## src/rtl/collisions_ctrl.sv

```systemverilog
// collisions_ctrl: sequencer/arbiter for the collision-table simple dual-port RAM.
// The RAM has write port A, read port B and a 1-cycle read.
// - Sweeps the table to zero after reset and on every frame start.
// - OR-accumulates collision masks into table entries (read-modify-write).
// - Shares read port B between those RMW reads and 16-bit CPU word reads.
// A one-deep forward register holds the most recent RMW write. A read of the same
// entry one cycle later takes the new value from it instead of the stale RAM output.
module collisions_ctrl #(
  parameter  int ADDR_W = 10,
  parameter  int DATA_W = 64,
  parameter  int WORD_W = 16,
  localparam int WSEL_W = $clog2(DATA_W / WORD_W),
  localparam int CA_W   = ADDR_W + WSEL_W
) (
  input  logic              clk,
  input  logic              reset,
  input  logic              frame_start,
  output logic              busy,
  input  logic              set_valid,
  output logic              set_ready,
  input  logic [ADDR_W-1:0] set_addr,
  input  logic [DATA_W-1:0] set_mask,
  input  logic              cpu_rd_valid,
  output logic              cpu_rd_ready,
  input  logic [CA_W-1:0]   cpu_rd_addr,
  output logic [WORD_W-1:0] cpu_rd_data,
  output logic              cpu_rd_dvalid,
  output logic              bram_cea,
  output logic [ADDR_W-1:0] bram_ada,
  output logic [DATA_W-1:0] bram_din,
  output logic              bram_ceb,
  output logic [ADDR_W-1:0] bram_adb,
  output logic              bram_oce,
  input  logic [DATA_W-1:0] bram_dout
);

  typedef enum logic [0:0] {S_CLEAR = 1'b0, S_RUN = 1'b1} state_t;

  localparam logic [ADDR_W-1:0] LAST_ENTRY = {ADDR_W{1'b1}};

  state_t              r_state;
  state_t              w_state_nxt;
  logic [ADDR_W-1:0]   r_clr_cnt;
  logic                r_rr;

  logic                w_arb_ok;
  logic                w_set_acc;
  logic                w_cpu_acc;
  logic                w_contested;
  logic                w_clr_we;

  logic                r_rmw_v_p1;
  logic [ADDR_W-1:0]   r_rmw_addr_p1;
  logic [DATA_W-1:0]   r_rmw_mask_p1;
  logic                r_rd_v_p1;
  logic [ADDR_W-1:0]   r_rd_addr_p1;
  logic [WSEL_W-1:0]   r_rd_wsel_p1;

  logic                r_fwd_v;
  logic [ADDR_W-1:0]   r_fwd_addr;
  logic [DATA_W-1:0]   r_fwd_data;

  logic [DATA_W-1:0]   w_rmw_src;
  logic [DATA_W-1:0]   w_rmw_merged;
  logic [DATA_W-1:0]   w_rd_src;
  logic [WORD_W-1:0]   w_rd_word;

  logic                r_dvalid_p2;
  logic [WORD_W-1:0]   r_rd_data_p2;

  // Source of a read: the forward register when it holds the entry, else the RAM output.
  function automatic logic [DATA_W-1:0] f_fwd_src(
    input logic              fwd_v,
    input logic [ADDR_W-1:0] fwd_addr,
    input logic [DATA_W-1:0] fwd_data,
    input logic [ADDR_W-1:0] addr,
    input logic [DATA_W-1:0] ram_data
  );
    return (fwd_v && (fwd_addr == addr)) ? fwd_data : ram_data;
  endfunction

  // Word wsel of an entry; word 0 is the least significant WORD_W bits.
  function automatic logic [WORD_W-1:0] f_word_sel(
    input logic [DATA_W-1:0] entry,
    input logic [WSEL_W-1:0] wsel
  );
    return entry[wsel*WORD_W +: WORD_W];
  endfunction

  // State register: the sweep always reruns from CLEAR after reset.
  always_ff @(posedge clk or posedge reset) begin
    if (reset) r_state <= S_CLEAR;
    else       r_state <= w_state_nxt;
  end

  // Next state: a frame start (re)enters CLEAR; the sweep ends after the last entry.
  always_comb begin
    w_state_nxt = r_state;
    if (frame_start)                                     w_state_nxt = S_CLEAR;
    else if (r_state == S_CLEAR && r_clr_cnt == LAST_ENTRY) w_state_nxt = S_RUN;
  end

  // State outputs: busy flags the sweep; no clear write while reset is held.
  always_comb begin
    busy     = (r_state == S_CLEAR);
    w_clr_we = (r_state == S_CLEAR) && !reset;
  end

  // Clear counter: restart at entry 0 on a frame start, advance one entry per CLEAR cycle.
  always_ff @(posedge clk or posedge reset) begin
    if (reset)                  r_clr_cnt <= '0;
    else if (frame_start)       r_clr_cnt <= '0;
    else if (r_state == S_CLEAR) r_clr_cnt <= r_clr_cnt + 1'b1;
  end

  // Port B arbitration: one grant per cycle; a contest goes to set when r_rr is 0.
  always_comb begin
    w_arb_ok     = (r_state == S_RUN) && !frame_start;
    set_ready    = w_arb_ok && (!cpu_rd_valid || !r_rr);
    cpu_rd_ready = w_arb_ok && (!set_valid || r_rr);
    w_set_acc    = set_valid && set_ready;
    w_cpu_acc    = cpu_rd_valid && cpu_rd_ready;
    w_contested  = w_arb_ok && set_valid && cpu_rd_valid;
  end

  // Round-robin bit: flips only when both requesters competed for the port.
  always_ff @(posedge clk or posedge reset) begin
    if (reset)            r_rr <= 1'b0;
    else if (w_contested) r_rr <= ~r_rr;
  end

  // Port B drive: the read is issued in the acceptance cycle.
  always_comb begin
    bram_ceb = w_set_acc || w_cpu_acc;
    bram_adb = '0;
    if (w_set_acc)      bram_adb = set_addr;
    else if (w_cpu_acc) bram_adb = cpu_rd_addr[CA_W-1:WSEL_W];
  end

  // ---- p0 -> p1: accepted requests wait one cycle for the RAM read data ----

  // p1 valids: reset drops any in-flight RMW or CPU read.
  always_ff @(posedge clk or posedge reset) begin
    if (reset) begin
      r_rmw_v_p1 <= 1'b0;
      r_rd_v_p1  <= 1'b0;
    end else begin
      r_rmw_v_p1 <= w_set_acc;
      r_rd_v_p1  <= w_cpu_acc;
    end
  end

  // p1 payload: only meaningful alongside its valid, so it is not reset.
  always_ff @(posedge clk) begin
    r_rmw_addr_p1 <= set_addr;
    r_rmw_mask_p1 <= set_mask;
    r_rd_addr_p1  <= cpu_rd_addr[CA_W-1:WSEL_W];
    r_rd_wsel_p1  <= cpu_rd_addr[WSEL_W-1:0];
  end

  // p1 datapath: resolve the hazard, merge the mask and pick the CPU word.
  always_comb begin
    w_rmw_src    = f_fwd_src(r_fwd_v, r_fwd_addr, r_fwd_data, r_rmw_addr_p1, bram_dout);
    w_rmw_merged = w_rmw_src | r_rmw_mask_p1;
    w_rd_src     = f_fwd_src(r_fwd_v, r_fwd_addr, r_fwd_data, r_rd_addr_p1, bram_dout);
    w_rd_word    = f_word_sel(w_rd_src, r_rd_wsel_p1);
  end

  // Port A drive: the clear sweep and RMW writes never share a cycle.
  always_comb begin
    bram_cea = 1'b0;
    bram_ada = '0;
    bram_din = '0;
    if (w_clr_we) begin
      bram_cea = 1'b1;
      bram_ada = r_clr_cnt;
    end else if (r_rmw_v_p1) begin
      bram_cea = 1'b1;
      bram_ada = r_rmw_addr_p1;
      bram_din = w_rmw_merged;
    end
  end

  // Forward valid: set by every RMW write; a frame start discards it since the table is wiped.
  always_ff @(posedge clk or posedge reset) begin
    if (reset)            r_fwd_v <= 1'b0;
    else if (frame_start) r_fwd_v <= 1'b0;
    else if (r_rmw_v_p1)  r_fwd_v <= 1'b1;
  end

  // Forward payload: copy of the entry just written on port A.
  always_ff @(posedge clk) begin
    if (r_rmw_v_p1) begin
      r_fwd_addr <= r_rmw_addr_p1;
      r_fwd_data <= w_rmw_merged;
    end
  end

  // ---- p1 -> p2: registered CPU read result ----

  // CPU read output: one-cycle dvalid pulse; the data holds until the next read returns.
  always_ff @(posedge clk or posedge reset) begin
    if (reset) begin
      r_dvalid_p2  <= 1'b0;
      r_rd_data_p2 <= '0;
    end else begin
      r_dvalid_p2 <= r_rd_v_p1;
      if (r_rd_v_p1) r_rd_data_p2 <= w_rd_word;
    end
  end

  assign cpu_rd_dvalid = r_dvalid_p2;
  assign cpu_rd_data   = r_rd_data_p2;
  assign bram_oce      = 1'b1;

endmodule

```

## config.mk

```make
export PLATFORM = sky130hd
export DESIGN_NAME = collisions_ctrl
export DESIGN_NICKNAME = d
export VERILOG_FILES = /design/src/rtl/collisions_ctrl.sv
export SDC_FILE = /design/constraint.sdc
export NUM_CORES = 1
export LEC_CHECK = 0
export CORE_MARGIN = 5
export CORE_UTILIZATION = 40
export DETAILED_ROUTE_END_ITERATION = 7
export DONT_BUFFER_PORTS = 1
export GPL_ROUTABILITY_DRIVEN = 0
export PLACE_DENSITY_LB_ADDON = 0.15
export SLEW_MARGIN = 30
export SYNTH_ARGS = -nofsm -noshare
export SYNTH_HDL_FRONTEND = slang
export SYNTH_SLANG_ARGS = --single-unit
```

## constraint.sdc

```tcl
create_clock -name clk -period 5.3 [get_ports clk]
set_clock_uncertainty 0.15 [all_clocks]
set_input_delay 1.06 -clock clk [delete_from_list [all_inputs] [get_ports clk]]
set_output_delay 1.06 -clock clk [all_outputs]
set_load 0.005 [all_outputs]
```

==> summary.txt <==
status - completed
DIE AREA - 0.0235 mm2
CP max FO - 118
post-synthesis cell count - 669
global route total overflow - 0
initial antenna violation count - 5
Yosys reg bits - 192
clock sinks - 192
CP Capture Type - primary output
Power, Total - 3.03 mW
fin crit period - 3.80 ns
Total GRT Usage - 19.4%
Starting Density - 40.6%
hold_buf cts - 0
crit path DAT - 2.59 ns
Routed WL per cell - 24.6 um
Synthesized Nets - 825
die width - 153 um
FP Rows - 52
syn_area_per_cell - 12.3 um2
post-synthesis sequential area ratio - 57.8%
Skew-Pair Late Insertion Delay - 0.43 ns
port bufs - 0
# IOs - 262
max-cap violations - 0
# setup viols final - 0
Slew @ Worst Pin - 0.672 ns
Startpoint Class - flop
vias per cell - 5.53
Hold Path Class - flop to flop
Clock Root Buffer - clkbuf_16
asr flop ratio synth - 16.7%
Final Slew Violations - 0
vias in the first global route - 5553
EDFF count, synth - 74
pwr/cell area - 337 mW/mm2
TritonRoute pass-1 iters - 5
final period utilization - 71.6%
NumNets Final - 809
1st-iter DRT viols - 308
total negative slack - 0 ns
CTS tree - done
post-route ant nets - 0
Post-synth top flop - dfxtp_1
final hold vios - 0
drc violations - 0
Netlist cell types - 35
layout cells sized above 1 - 7.66%
core area - 0.0202 mm2
H-tree depth - 4
Fmax - 0.263 GHz
commonest non-fill, non-tap cells in the layout - 131 x nor2b_1, 86 x dfxtp_1, 74 x edfxtp_1
most common cell after layout, fill and taps aside - nor2b_1
maximum clock path buffer count - 2
first-pass GRT wire length - 34900 um
leakage power - 3.13 nW
largest net degree at the start of global routing - 119
R2R Setup Slk - 2.55 ns
Post-CTS Setup Bufs - 0
RSZ-0062 raised after global routing - false
Routed WL - 23000 um
Req. time, crit path - 4.09 ns
Num CTS Buffers - 17
kind of critical path - flop to primary output
Rel. slew slack - 55.2%
Clk pin slew, worst setup/hold paths - 0.08 ns
via count - 5177
Syn-to-layout area delta - 9.50%
Synth warnings - 0
peak supply drop - 0.221 mV
DP Wirelength - 16900 um
Netlist Area Pre-Place - 0.00822 mm2
cts repair resizes - 0
die height - 153 um
# fillers - 1897
-- final cells by class --
| type | count | area [um2] | share of cell area, % |
|---|---|---|---|
| Inverter | 4 | 15.0 | 0.167 |
| Antenna cell | 1 | 2.50 | 0.0278 |
| Clock inverter | 15 | 184 | 2.04 |
| Multi-Input combinational cell | 428 | 3200 | 35.5 |
| Clock buffer | 17 | 425 | 4.73 |
| Tap cell | 270 | 338 | 3.76 |
| Sequential cell | 192 | 4750 | 52.8 |
| Timing Repair Buffer | 10 | 87.6 | 0.974 |
-- cells by family after synthesis --
| family | count (synthesis) | synth area share [%] |
|---|---|---|
| XOR/XNOR | 28 | 2.99 |
| buffers and inverters | 49 | 3.66 |
| AND/OR/NAND/NOR | 193 | 13.6 |
| other | 1 | 0.0456 |
| adder cells (fa/ha/maj) | 1 | 0.152 |
| flip-flops | 192 | 57.8 |
| AO/OA/AOI/OAI | 140 | 13.9 |
| multiplexers | 65 | 7.92 |
-- stage by stage --
step | std cells | util [%] | hold WS, ns | setup slack, ns | cell area, um2
after floorplan | 669 | - | 0.204 | 0.938 | 8220
after global placement | 904 | 41.4 | 0.238 | 1.79 | 8380
after detailed placement | 904 | 41.4 | 0.231 | 1.75 | 8380
after CTS | 936 | 44.4 | 0.254 | 1.48 | 8990
after global routing | 936 | 44.4 | 0.289 | 1.27 | 8990
final | 937 | 44.5 | 0.278 | 1.50 | 9000
-- report_power, final --
group | switching (mW) | internal [mW] | leakage [nW]
clock network | 0.650 | 0.645 | 0.296
registers | 0.0295 | 1.58 | 1.75
logic | 0.0646 | 0.0668 | 1.08
-- registers in the layout, summed over array words and instances (netlist names) --
name / cells
r_rd_v_p1: 1
r_rr: 1
r_fwd_v: 1
cpu_rd_data: 16
r_clr_cnt: 10
r_state: 1
cpu_rd_dvalid: 1
r_rmw_addr_p1: 10
r_rd_addr_p1: 10
r_rd_wsel_p1: 2
r_fwd_addr: 10
r_rmw_v_p1: 1
r_fwd_data: 64
r_rmw_mask_p1: 64
-- final timing paths --
path | from | cells past startpoint | to
max | r_fwd_addr[6] | 7 | bram_din[25]
min | r_rd_v_p1 | 0 | cpu_rd_dvalid
max reg2reg | r_fwd_addr[5] | 7 | cpu_rd_data[6]
min reg2reg | r_rd_v_p1 | 0 | cpu_rd_dvalid
max in group asynchronous | reset | 2 | r_rmw_v_p1
min in group asynchronous | reset | 2 | r_state
-- worst max-delay path, cell delays in order (launching register included) --
cell and delay (ns):
edfxtp_1 0.43, xnor2_1 0.20, nand3_1 0.11, nor3_2 0.31, buf_12 0.45, nor2b_1 0.13
a211o_1 0.32, nor2b_1 0.15
-- cell usage after synthesis, drive strengths merged (14+ instances only) --
cell type	count	area share (%)
nor2b	131	10
dfxtp	86	21
edfxtp	74	27
mux2i	65	7.9
a211o	64	6.8
dfrtp	32	9.7
a22o	26	2.8
buf	24	2.5
nand2	24	1.1
xnor2	22	2.3
clkbuf	21	0.96
a221oi	16	1.8
a22oi	16	1.5
nor2	14	0.64
-- layer usage --
layer / track usage [%] / share of wire [%] / up-vias
li1: - / - / 2409
met2: 30.9 / 48 / 187
met5: 0 / 0.20 / -
met4: 4.92 / 1.4 / 8
met1: 24.7 / 42 / 2551
met3: 7.66 / 8.7 / 22
Note: power is estimated with default switching activity, not from simulation.
